===== config.mk =====
export PLATFORM = sky130hd
export DESIGN_NAME = hamming74_serial_encoder
export DESIGN_NICKNAME = d
export VERILOG_FILES = /design/src/rtl/hamming_pkg.sv /design/src/rtl/hamming74_encode_comb.sv /design/src/rtl/hamming74_serial_encoder.sv
export SDC_FILE = /design/constraint.sdc
export NUM_CORES = 1
export LEC_CHECK = 0
export ABC_CLOCK_PERIOD_IN_PS = 6000
export CAP_MARGIN = 20
export CORE_UTILIZATION = 37
export DETAILED_ROUTE_END_ITERATION = 8
export PLACE_DENSITY = 0.64
export SYNTH_ARGS = -nofsm -noshare
export SYNTH_HDL_FRONTEND = slang
export SYNTH_HIERARCHICAL = 1
export SYNTH_SLANG_ARGS = --single-unit

===== constraint.sdc =====
create_clock -name clock -period 6 [get_ports clock]
set_input_delay 1.2 -clock clock [delete_from_list [all_inputs] [get_ports clock]]
set_output_delay 1.2 -clock clock [all_outputs]
set_load 0.01 [all_outputs]

===== src/rtl/hamming_pkg.sv =====
// hamming_pkg: shared Hamming(7,4) constants, parity masks and FSM encoding; HAMMING_EXT_PARITY_EN widens the code to extended (8,4).
`ifndef HIGH
`define HIGH 1'b1
`endif
`ifndef LOW
`define LOW 1'b0
`endif
package hamming_pkg;
    localparam int DATA_BITS = 4;
`ifdef HAMMING_EXT_PARITY_EN
    localparam int CODE_BITS = 8;
`else
    localparam int CODE_BITS = 7;
`endif
    localparam int COUNT_BITS = 3;
    // Masks over data[3:0], where data[0] is d1 (the first bit pulled)
    localparam logic [DATA_BITS-1:0] P1_MASK = 4'b1011;
    localparam logic [DATA_BITS-1:0] P2_MASK = 4'b1101;
    localparam logic [DATA_BITS-1:0] P3_MASK = 4'b1110;
    typedef enum logic [2:0] {PULL_REQ, PULL_WAIT, ENCODE, PUSH_REQ, PUSH_WAIT} encState;
endpackage


===== src/rtl/hamming74_encode_comb.sv =====
// hamming74_encode_comb: combinational 4->7 Hamming encoder, code[0] is position 1; adds p0 as code[7] under HAMMING_EXT_PARITY_EN.
module hamming74_encode_comb
    import hamming_pkg::*;
(
    input  logic [DATA_BITS-1:0] data,
    output logic [CODE_BITS-1:0] code
);
    logic p1, p2, p3;
    logic [6:0] base;
    assign p1 = ^(data & P1_MASK);
    assign p2 = ^(data & P2_MASK);
    assign p3 = ^(data & P3_MASK);
    assign base = {data[3], data[2], data[1], p3, data[0], p2, p1};
`ifdef HAMMING_EXT_PARITY_EN
    assign code = {^base, base};
`else
    assign code = base;
`endif
endmodule


===== src/rtl/hamming74_serial_encoder.sv =====
// hamming74_serial_encoder: pulls 4 bits, encodes, pushes the codeword bit-serially over req/ack handshakes.
// HAMMING_EXT_PARITY_EN selects the 8-bit extended codeword.
module hamming74_serial_encoder
    import hamming_pkg::*;
(
    input  logic clock,
    input  logic clear,
    output logic pullReq,
    input  logic pullAck,
    input  logic pullValue,
    output logic pushReq,
    output logic pushValue,
    input  logic pushAck,
    output logic wordDone
);
    localparam logic [COUNT_BITS-1:0] LAST_DATA = COUNT_BITS'(DATA_BITS - 1);
    localparam logic [COUNT_BITS-1:0] LAST_CODE = COUNT_BITS'(CODE_BITS - 1);
    encState state, stateNext;
    logic [COUNT_BITS-1:0] bitIdx, bitIdxNext;
    logic [DATA_BITS-1:0] data, dataNext;
    logic [CODE_BITS-1:0] code, codeNext, encoded;
    logic pushValueNext, wordDoneNext;

    hamming74_encode_comb encoder (.data(data), .code(encoded));

    // Req registers follow the next state, so a Req appears in the first cycle of its *_REQ state;
    // leaving clear the Req is still low, so PULL_REQ stays one extra cycle to raise it.
    always_ff @(posedge clock) begin
        if (clear) begin
            state <= PULL_REQ;
            bitIdx <= '0;
            data <= '0;
            code <= '0;
            pullReq <= `LOW;
            pushReq <= `LOW;
            pushValue <= `LOW;
            wordDone <= `LOW;
        end else begin
            state <= stateNext;
            bitIdx <= bitIdxNext;
            data <= dataNext;
            code <= codeNext;
            pullReq <= stateNext == PULL_REQ;
            pushReq <= stateNext == PUSH_REQ;
            pushValue <= pushValueNext;
            wordDone <= wordDoneNext;
        end
    end

    always_comb begin
        stateNext = state;
        bitIdxNext = bitIdx;
        dataNext = data;
        codeNext = code;
        pushValueNext = pushValue;
        wordDoneNext = `LOW;
        case (state)
            PULL_REQ: stateNext = pullReq ? PULL_WAIT : PULL_REQ;
            PULL_WAIT: if (pullAck) begin
                dataNext[bitIdx[1:0]] = pullValue;
                bitIdxNext = bitIdx == LAST_DATA ? '0 : bitIdx + 1'b1;
                stateNext = bitIdx == LAST_DATA ? ENCODE : PULL_REQ;
            end
            ENCODE: begin
                codeNext = encoded;
                pushValueNext = encoded[0];
                stateNext = PUSH_REQ;
            end
            PUSH_REQ: stateNext = pushReq ? PUSH_WAIT : PUSH_REQ;
            PUSH_WAIT: if (pushAck) begin
                bitIdxNext = bitIdx == LAST_CODE ? '0 : bitIdx + 1'b1;
                wordDoneNext = bitIdx == LAST_CODE;
                stateNext = bitIdx == LAST_CODE ? PULL_REQ : PUSH_REQ;
                pushValueNext = bitIdx == LAST_CODE ? pushValue : code[bitIdxNext];
            end
            default: stateNext = PULL_REQ;
        endcase
    end
endmodule


==> impl_metrics.toml, run 1 <==
[cts]
clock_path_buffers = 2
clock-root-buffer = "clkbuf_4"
cts_sinks = 21
insertion_delay_ns = 0.29
cts_tree = "built"
cts-htree-levels = 1
cts_hold_buf = 0
post_cts_buffers = 0
path_clk_slew_ns = 0.12
numCtsBuffers = 3
cts_resized = 0

[timing]
fmax_ghz = 0.3872
slew_viol_final = 0
post-route-min-period_ns = 2.583
rsz0062_at_grt = "false"
finalSetupViolCount = 0
final.setup.tns_ns = 0
finalHoldViolations = 0
tightest_slew_ns = 0.7841
period_share_pct = 43.04
slew_headroom_pct = 47.57
skew_ns = 0.005712

[place]
dpl_cell_area_sq_mm = 0.001285
globalplace.congestion = 0.7983
portBuffers = 8
place_hpwl_mm = 1.683

[power_and_ir_drop]
vdd_ir_drop_max_v = 0.00007798
seqPwrFrac_pct = 60.1
internal-power_w = 0.0001849
p_sw_w = 0.00006295
p_leak_nw = 0.4388
swShare_pct = 25.40
p_comb_share_pct = 13.0
power_w = 0.0002478
p_per_area_mw_per_mm2 = 189.0
p_clk_share_pct = 26.8

[setup_path]
startpoint = "clear"
endpoint_kind = "flip-flop"
cp.depth = 4
r2r-start = "bitIdx[0]"
cp_data_required_time_ns = 6.20
r2r-end = "pushValue"
critPathCapture = "pushValue"
slowest_stage = "clkdlybuf4s50_1"
reg2regPathDepth = 6
startpoint_type = "input pin"
worstPathArrival_ns = 2.78
path_cells = "clkdlybuf4s50_1, a31oi_1, nand2_1, a222oi_1"
critPathBufInv = 1
worstSetupPathType = "input pin to flip-flop"
critPathMaxStageDelay_ns = 0.81
cp_max_fo = 21
r2r_slack_ns = 3.90
critical_path.top_delay_family = "buffers and inverters"

[grt]
grt_pass1_vias = 840
antenna_found_initial = 0
grt_max_degree = 22
grt_usage_pct = 14.21
grt_pass1_wl_mm = 3.801
overflow = 0

[synthesis]
synth_top_area_cell = "dfxtp_1"
synth_top_family_by_area = "simple AND/OR/NAND/NOR gates"
synth-xor-area-share_pct = 5.711
synth_compound_area_share_pct = 15.43
synth_mux_area_share_pct = 8.918
async_flop_share_pct = 0
synthAdderAreaFrac_pct = 6.012
ys_warn_count = 6
syn_nets = 150
ys.flop_type = "dfxtp_1"
yosysUniqueCellTypes = 42
syn_inst = 139
synth_commonest_cells = "21 x dfxtp_1, 13 x nand2_1, 13 x nor2_1, 10 x mux2i_1, 9 x a21oi_1"
seq_area_frac_synth_pct = 33.67
netlist_top_cells_area = "dfxtp_1 34%, mux2i_1 8.0%, ha_1 6.0%"
syn_area_sq_mm = 0.001249
syn_avg_cell_area_sq_um = 8.983
netlist.area_leader.share_pct = 33.67
ys_ff_latch = 21
synth-edff-count = 0
synth_most_common_cell = "dfxtp_1"
synth-simple-area-share_pct = 19.94

[route]
ant_nets = 0
drt_iter0_drc = 38
wl_mm = 2.255
vias_per_cell = 5.073
route.detailed.drc = 0
dr.pass1.iters = 4
wl_per_cell_um = 12.60
route.vias.total = 908

[die]
die_x_um = 60.10
die_h_um = 60.10
rows = 20
design.core.area_sq_mm = 0.003128
io_pins = 9
dieArea_sq_mm = 0.003611
start_util_pct = 39.92

[final_layout]
multi_input_area_sq_um = 699.4
layout.nets = 147
diodes = 0
n_fill_cell = 316
seqCellArea_sq_um = 420.4
stdcell_area_sq_mm = 0.001311
areaGrowthSynthToFinish_pct = 5.010
drive_gt1_share_pct = 8.148

[run_status]
status = "finished, final reports clean"

[worst_hold_path]
hp-class = "flip-flop to flip-flop"

[flow_run]
drv_cap = 0
[registers in the layout, indices dropped and copies added (netlist names)]
signal,count
pushReq,1
pushValue,1
bitIdx,3
state,3
pullReq,1
code,7
wordDone,1
data,4
[worst min-delay path, cell delays in order (launching register included)]
cell and delay [ns]:
dfxtp_1 0.34, inv_1 0.05, a222oi_1 0.08
[how the worst min path moves through the flow]
stage | start | end | slack [ns] | cells after the start
finish | pushValue | pushValue | 0.51 | 2
global route | bitIdx[1] | bitIdx[1] | 0.54 | 2
CTS | bitIdx[1] | bitIdx[1] | 0.51 | 2
detailed placement | code[3] | code[3] | 0.49 | 2
global placement | code[5] | code[5] | 0.48 | 2
floorplan | code[1] | code[1] | 0.45 | 2
[per-layer routing]
metal | up-vias | wire [um] | global-route usage, %
li1 | 472 | - | -
met4 | 0 | 19 | 4.983
met1 | 426 | 1144 | 20.19
met5 | - | 0 | 0
met2 | 8 | 1057 | 21.90
met3 | 2 | 33 | 1.948
[cells by family after synthesis]
logic type	after synthesis
adder cells (fa/ha/maj)	6
flip-flops	21
AND/OR/NAND/NOR	48
XOR/XNOR	3
AO/OA/AOI/OAI	27
multiplexers	11
buffers and inverters	23
[cells in the final DEF, fill, tap and decap left out, types with 2 or more instances in the layout]
master           instances
a31oi_1                  3
nor2_1                  13
nand3_1                  6
nand2_1                 13
inv_1                    6
nand3b_1                 2
nor3b_1                  2
xor3_1                   3
ha_1                     6
clkdlybuf4s50_1          8
mux2i_1                 10
a21oi_1                  9
nor2b_1                  2
dfxtp_1                 21
clkbuf_4                 3
a211oi_1                 3
[stage by stage]
stage                     cells  hold WS, ns  setup slack (ns)  util, %
after floorplan             139       0.4518             3.985        -
after global placement      175       0.4772             3.140    41.08
after detailed placement    175       0.4867             3.115    41.08
after CTS                   179       0.5099             3.422    41.92
after global routing        179       0.5359             3.297    41.92
final                       179       0.5065             3.417    41.92
[power by group through the flow]
| stage | Combinational [W] | Sequential [W] | Clock (W) |
|---|---|---|---|
| 2_1_floorplan | 0.0000269 | 0.000149 | 0 |
| 3_3_place_gp | 0.0000318 | 0.000152 | 0 |
| 3_5_place_dp | 0.0000322 | 0.000152 | 0 |
| 4_1_cts | 0.0000325 | 0.000149 | 0.0000686 |
| 5_1_grt | 0.0000360 | 0.000150 | 0.0000746 |
| 6_report | 0.0000323 | 0.000149 | 0.0000665 |
[layout make-up]
class                      count  share of cell area, %
multi-input combinational     95                  53.34
sequential                    21                  32.06
timing repair buffer           9                  6.679
tap                           44                  4.198
clock buffer                   4                  2.004
inverter                       6                  1.718
No activity file was read; power rests on OpenSTA's default activity.
==> run 2, diff against run 1 <==
Settings changed: ABC_CLOCK_PERIOD_IN_PS 6000 to 2400.
Clock period 6 ns to 2.4 ns, I/O delays scaled along.
==> impl_metrics.toml, run 2 (synthesis gave the netlist of run 1 again) <==
[cts]
path_clk_slew_ns = 0.13
cts_hold_buf = 0
clock-root-buffer = "clkbuf_4"
cts_resized = 0
clock_path_buffers = 2
post_cts_buffers = 0
cts_tree = "built"
cts_sinks = 21
insertion_delay_ns = 0.30
cts-htree-levels = 1
numCtsBuffers = 3

[worst_hold_path]
min_from = "pushValue"
hp-class = "flip-flop to flip-flop"
hold_depth = 2
hold_end = "pushValue"

[grt]
grt_pass1_vias = 853
grt_pass1_wl_mm = 3.933
grt_max_degree = 14
grt_usage_pct = 14.67
antenna_found_initial = 0
overflow = 0

[flow_run]
drv_cap = 0

[setup_path]
worstSetupPathType = "flip-flop to flip-flop"
reg2regPathDepth = 6
r2r-end = "pushValue"
critical_path.top_delay_family = "flip-flops"
cp_max_fo = 9
slowest_stage = "dfxtp_1"
path_cells = "inv_1, ha_1, nand2_1, a31oi_1, or2_2, a222oi_1"
critPathBufInv = 1
startpoint_type = "flip-flop"
worstPathArrival_ns = 2.27
critPathMaxStageDelay_ns = 0.53
r2r-start = "bitIdx[0]"
cp_data_required_time_ns = 2.61
endpoint_kind = "flip-flop"
r2r_slack_ns = 0.34

[final_layout]
largestRegisters = "code x7, data x4"
layout.nets = 148
top_register = "code"
mostFrequentLayoutCells = "21 x dfxtp_1, 13 x nand2_1, 13 x nor2_1, 10 x mux2i_1, 9 x a21oi_1"
drive_gt1_share_pct = 9.559
largest_register_ff_count = 7
final_common_cell = "dfxtp_1"
diodes = 0
areaGrowthSynthToFinish_pct = 5.712

[timing]
finalHoldViolations = 0
holdWs_ns = 0.5071
skew_ns = 0.007265
slew_viol_final = 0
tightest_slew_ns = 0.6536
rsz0062_at_grt = "false"
fmax_ghz = 0.4857
slew_headroom_pct = 56.33
finalSetupViolCount = 0
post-route-min-period_ns = 2.059
final.setup.tns_ns = 0
period_share_pct = 85.79

[run_status]
status = "finished, final reports clean"

[die]
design.core.area_sq_mm = 0.003128
start_util_pct = 39.92
io_pins = 9
dieArea_sq_mm = 0.003611
die_h_um = 60.10
die_x_um = 60.10
rows = 20

[power_and_ir_drop]
p_leak_nw = 0.4463
vdd_ir_drop_max_v = 0.0002159
p_per_area_mw_per_mm2 = 475.5

[route]
route.detailed.drc = 0
route.vias.total = 927
drt_iter0_drc = 23
dr.pass1.iters = 4
wl_per_cell_um = 13.11
vias_per_cell = 5.150
ant_nets = 0
wl_mm = 2.360

[place]
globalplace.congestion = 0.7897
place_hpwl_mm = 1.793
portBuffers = 8
run 2: per-layer routing:
metal / wire (um) / track usage [%]
met2: 1094 / 22.38
met1: 1197 / 20.35
met4: 23 / 6.645
met3: 45 / 2.165
met5: 0 / 0
run 2: power breakdown:
part           total [W]  internal, W  leakage [nW]  switching [W]
Sequential      0.000372     0.000357         0.170      0.0000149
Clock           0.000173    0.0000621        0.0177       0.000111
Combinational  0.0000826    0.0000416         0.259      0.0000411
Total           0.000628     0.000461         0.446       0.000167
run 2: worst max-delay path by stage:
stage	start	end	slack, ns	depth (start not counted)
3_3_place_gp	bitIdx[0]	pushValue	0.45	6
3_5_place_dp	bitIdx[0]	pushValue	0.38	6
5_1_grt	bitIdx[0]	pushValue	0.18	6
6_report	bitIdx[0]	pushValue	0.34	6
2_1_floorplan	bitIdx[0]	pushValue	0.48	8
4_1_cts	bitIdx[0]	pushValue	0.35	6
run 2: area by class of cell:
class / instances / area, sq um
well taps: 44 / 55.05
multi-input cells: 95 / 699.4
clock buffers: 3 / 22.52
flip-flops and latches: 21 / 420.4
repair buffers: 10 / 95.09
inverters: 6 / 22.52
fillers: 322 / 1808
clock inverters: 1 / 5.005
run 2: worst reg2reg max path: stages (launching register included):
cell and delay [ns]:
dfxtp_1 0.53, inv_1 0.14, ha_1 0.32, nand2_1 0.23, a31oi_1 0.14, or2_2 0.29, a222oi_1 0.32
run 2: metrics by stage:
stage          area (sq um)  cells  setup slack, ns  utilization, %  total power, W
2_1_floorplan          1249    139           0.4819               -       0.0004390
6_report               1320    180           0.3412           42.20       0.0006277
4_1_cts                1320    180           0.3546           42.20       0.0006335
3_5_place_dp           1292    176           0.3777           41.32       0.0004615
5_1_grt                1320    180           0.1843           42.20       0.0006543
3_3_place_gp           1292    176           0.4461           41.32       0.0004609
==> run 3, diff against run 2 <==
Settings changed: CORE_UTILIZATION 37 to 57, PLACE_DENSITY 0.64 to 0.87, RECOVER_POWER set to 25.
==> impl_metrics.toml, run 3 (synthesis gave the netlist of run 1 again) <==
[timing]
holdWs_ns = 0.5076
finalHoldViolations = 0
slew_viol_final = 0
period_share_pct = 85.65
rsz0062_at_grt = "false"
tightest_slew_ns = 0.6411
skew_ns = 0.003762
final.setup.tns_ns = 0
fmax_ghz = 0.4865
finalSetupViolCount = 0
slew_headroom_pct = 57.16
post-route-min-period_ns = 2.056

[setup_path]
reg2regPathDepth = 6
r2r_slack_ns = 0.34
worstSetupPathType = "flip-flop to flip-flop"
cp_max_fo = 9
worstPathArrival_ns = 2.27
r2r-start = "bitIdx[0]"
startpoint_type = "flip-flop"
r2r-end = "pushValue"
endpoint_kind = "flip-flop"
cp_data_required_time_ns = 2.61

[cts]
clock_path_buffers = 2
cts_sinks = 21
insertion_delay_ns = 0.30
cts-htree-levels = 1
cts_resized = 0
numCtsBuffers = 3
cts_tree = "built"
path_clk_slew_ns = 0.12
post_cts_buffers = 0
clock-root-buffer = "clkbuf_4"
cts_hold_buf = 0

[worst_hold_path]
hp-class = "flip-flop to flip-flop"
hold_depth = 2
hold_end = "bitIdx[1]"
min_from = "bitIdx[1]"

[final_layout]
layout.nets = 148
largestRegisters = "code x7, data x4"
largest_register_ff_count = 7
final_util_pct = 64.63
areaGrowthSynthToFinish_pct = 3.607
top_register = "code"
final_common_cell = "dfxtp_1"
diodes = 0
drive_gt1_share_pct = 7.353
mostFrequentLayoutCells = "21 x dfxtp_1, 13 x nand2_1, 13 x nor2_1, 10 x mux2i_1, 9 x a21oi_1"

[route]
dr.pass1.iters = 4
drt_iter0_drc = 32
vias_per_cell = 5.847
ant_nets = 0
route.detailed.drc = 0
wl_per_cell_um = 14.37
wl_mm = 2.342
route.vias.total = 953

[die]
start_util_pct = 62.38
dieArea_sq_mm = 0.002382
rows = 16
io_pins = 9
die_h_um = 48.81
die_x_um = 48.81
design.core.area_sq_mm = 0.002002

[run_status]
status = "finished, final reports clean"

[power_and_ir_drop]
vdd_ir_drop_max_v = 0.0003088
p_leak_nw = 0.4419
p_per_area_mw_per_mm2 = 484.4

[grt]
antenna_found_initial = 0
grt_usage_pct = 21.20
overflow = 0
grt_max_degree = 14
grt_pass1_wl_mm = 3.946
grt_pass1_vias = 853

[place]
globalplace.congestion = 0.8612
portBuffers = 8
place_hpwl_mm = 1.743

[flow_run]
drv_cap = 0
[run 3: cell count changes in the layout (fill, tap and decap cells not counted)]
cell	previous run	this run
clkbuf_1	0	2
and4bb_2	1	0
buf_4	2	1
clkinv_2	1	0
and4bb_1	0	1
[run 3: worst max-delay path by stage]
stage,cells past startpoint,slack [ns],startpoint,to
2_1_floorplan,8,0.48,bitIdx[0],pushValue
5_1_grt,6,0.20,bitIdx[0],pushValue
3_3_place_gp,5,0.50,pushAck,bitIdx[0]
6_report,6,0.34,bitIdx[0],pushValue
4_1_cts,6,0.37,bitIdx[0],pushValue
3_5_place_dp,6,0.41,bitIdx[0],pushValue
[run 3: report_power, final]
| part | internal, W | switching, W | total, W | leakage, nW |
|---|---|---|---|---|
| Clock | 0.0000648 | 0.000107 | 0.000172 | 0.0150 |
| Combinational | 0.0000414 | 0.0000420 | 0.0000834 | 0.257 |
| Sequential | 0.000357 | 0.0000142 | 0.000371 | 0.170 |
[run 3: layout make-up]
cell class                 count  area (sq um)
clock buffer                   4         26.28
fill                         178         708.2
inverter                       6         22.52
multi-input combinational     95         699.4
sequential                    21         420.4
tap                           27         33.78
timing repair buffer          10         91.34
[run 3: routing by layer]
layer / global-route usage [%] / routed length, um / up-vias
met1: 30.24 / 1154 / 444
met4: 8.333 / 35 / 0
met3: 2.804 / 97 / 5
met5: 0 / 0 / -
met2: 32.41 / 1055 / 28
li1: - / - / 476
[run 3: through the flow]
step	worst slack (ns)	instance area, sq um	total power [W]	instances
floorplan	0.4819	1249	0.0004390	139
global placement	0.5001	1271	0.0004584	159
detailed placement	0.4082	1271	0.0004611	159
CTS	0.3683	1297	0.0006312	163
global route	0.2020	1294	0.0006507	163
finish	0.3444	1294	0.0006266	163
[run 3: critical path, cell delays in order (launching register included)]
cell      delay, ns
dfxtp_1        0.53
inv_1          0.14
ha_1           0.32
nand2_1        0.23
a31oi_1        0.13
or2_2          0.29
a222oi_1       0.32
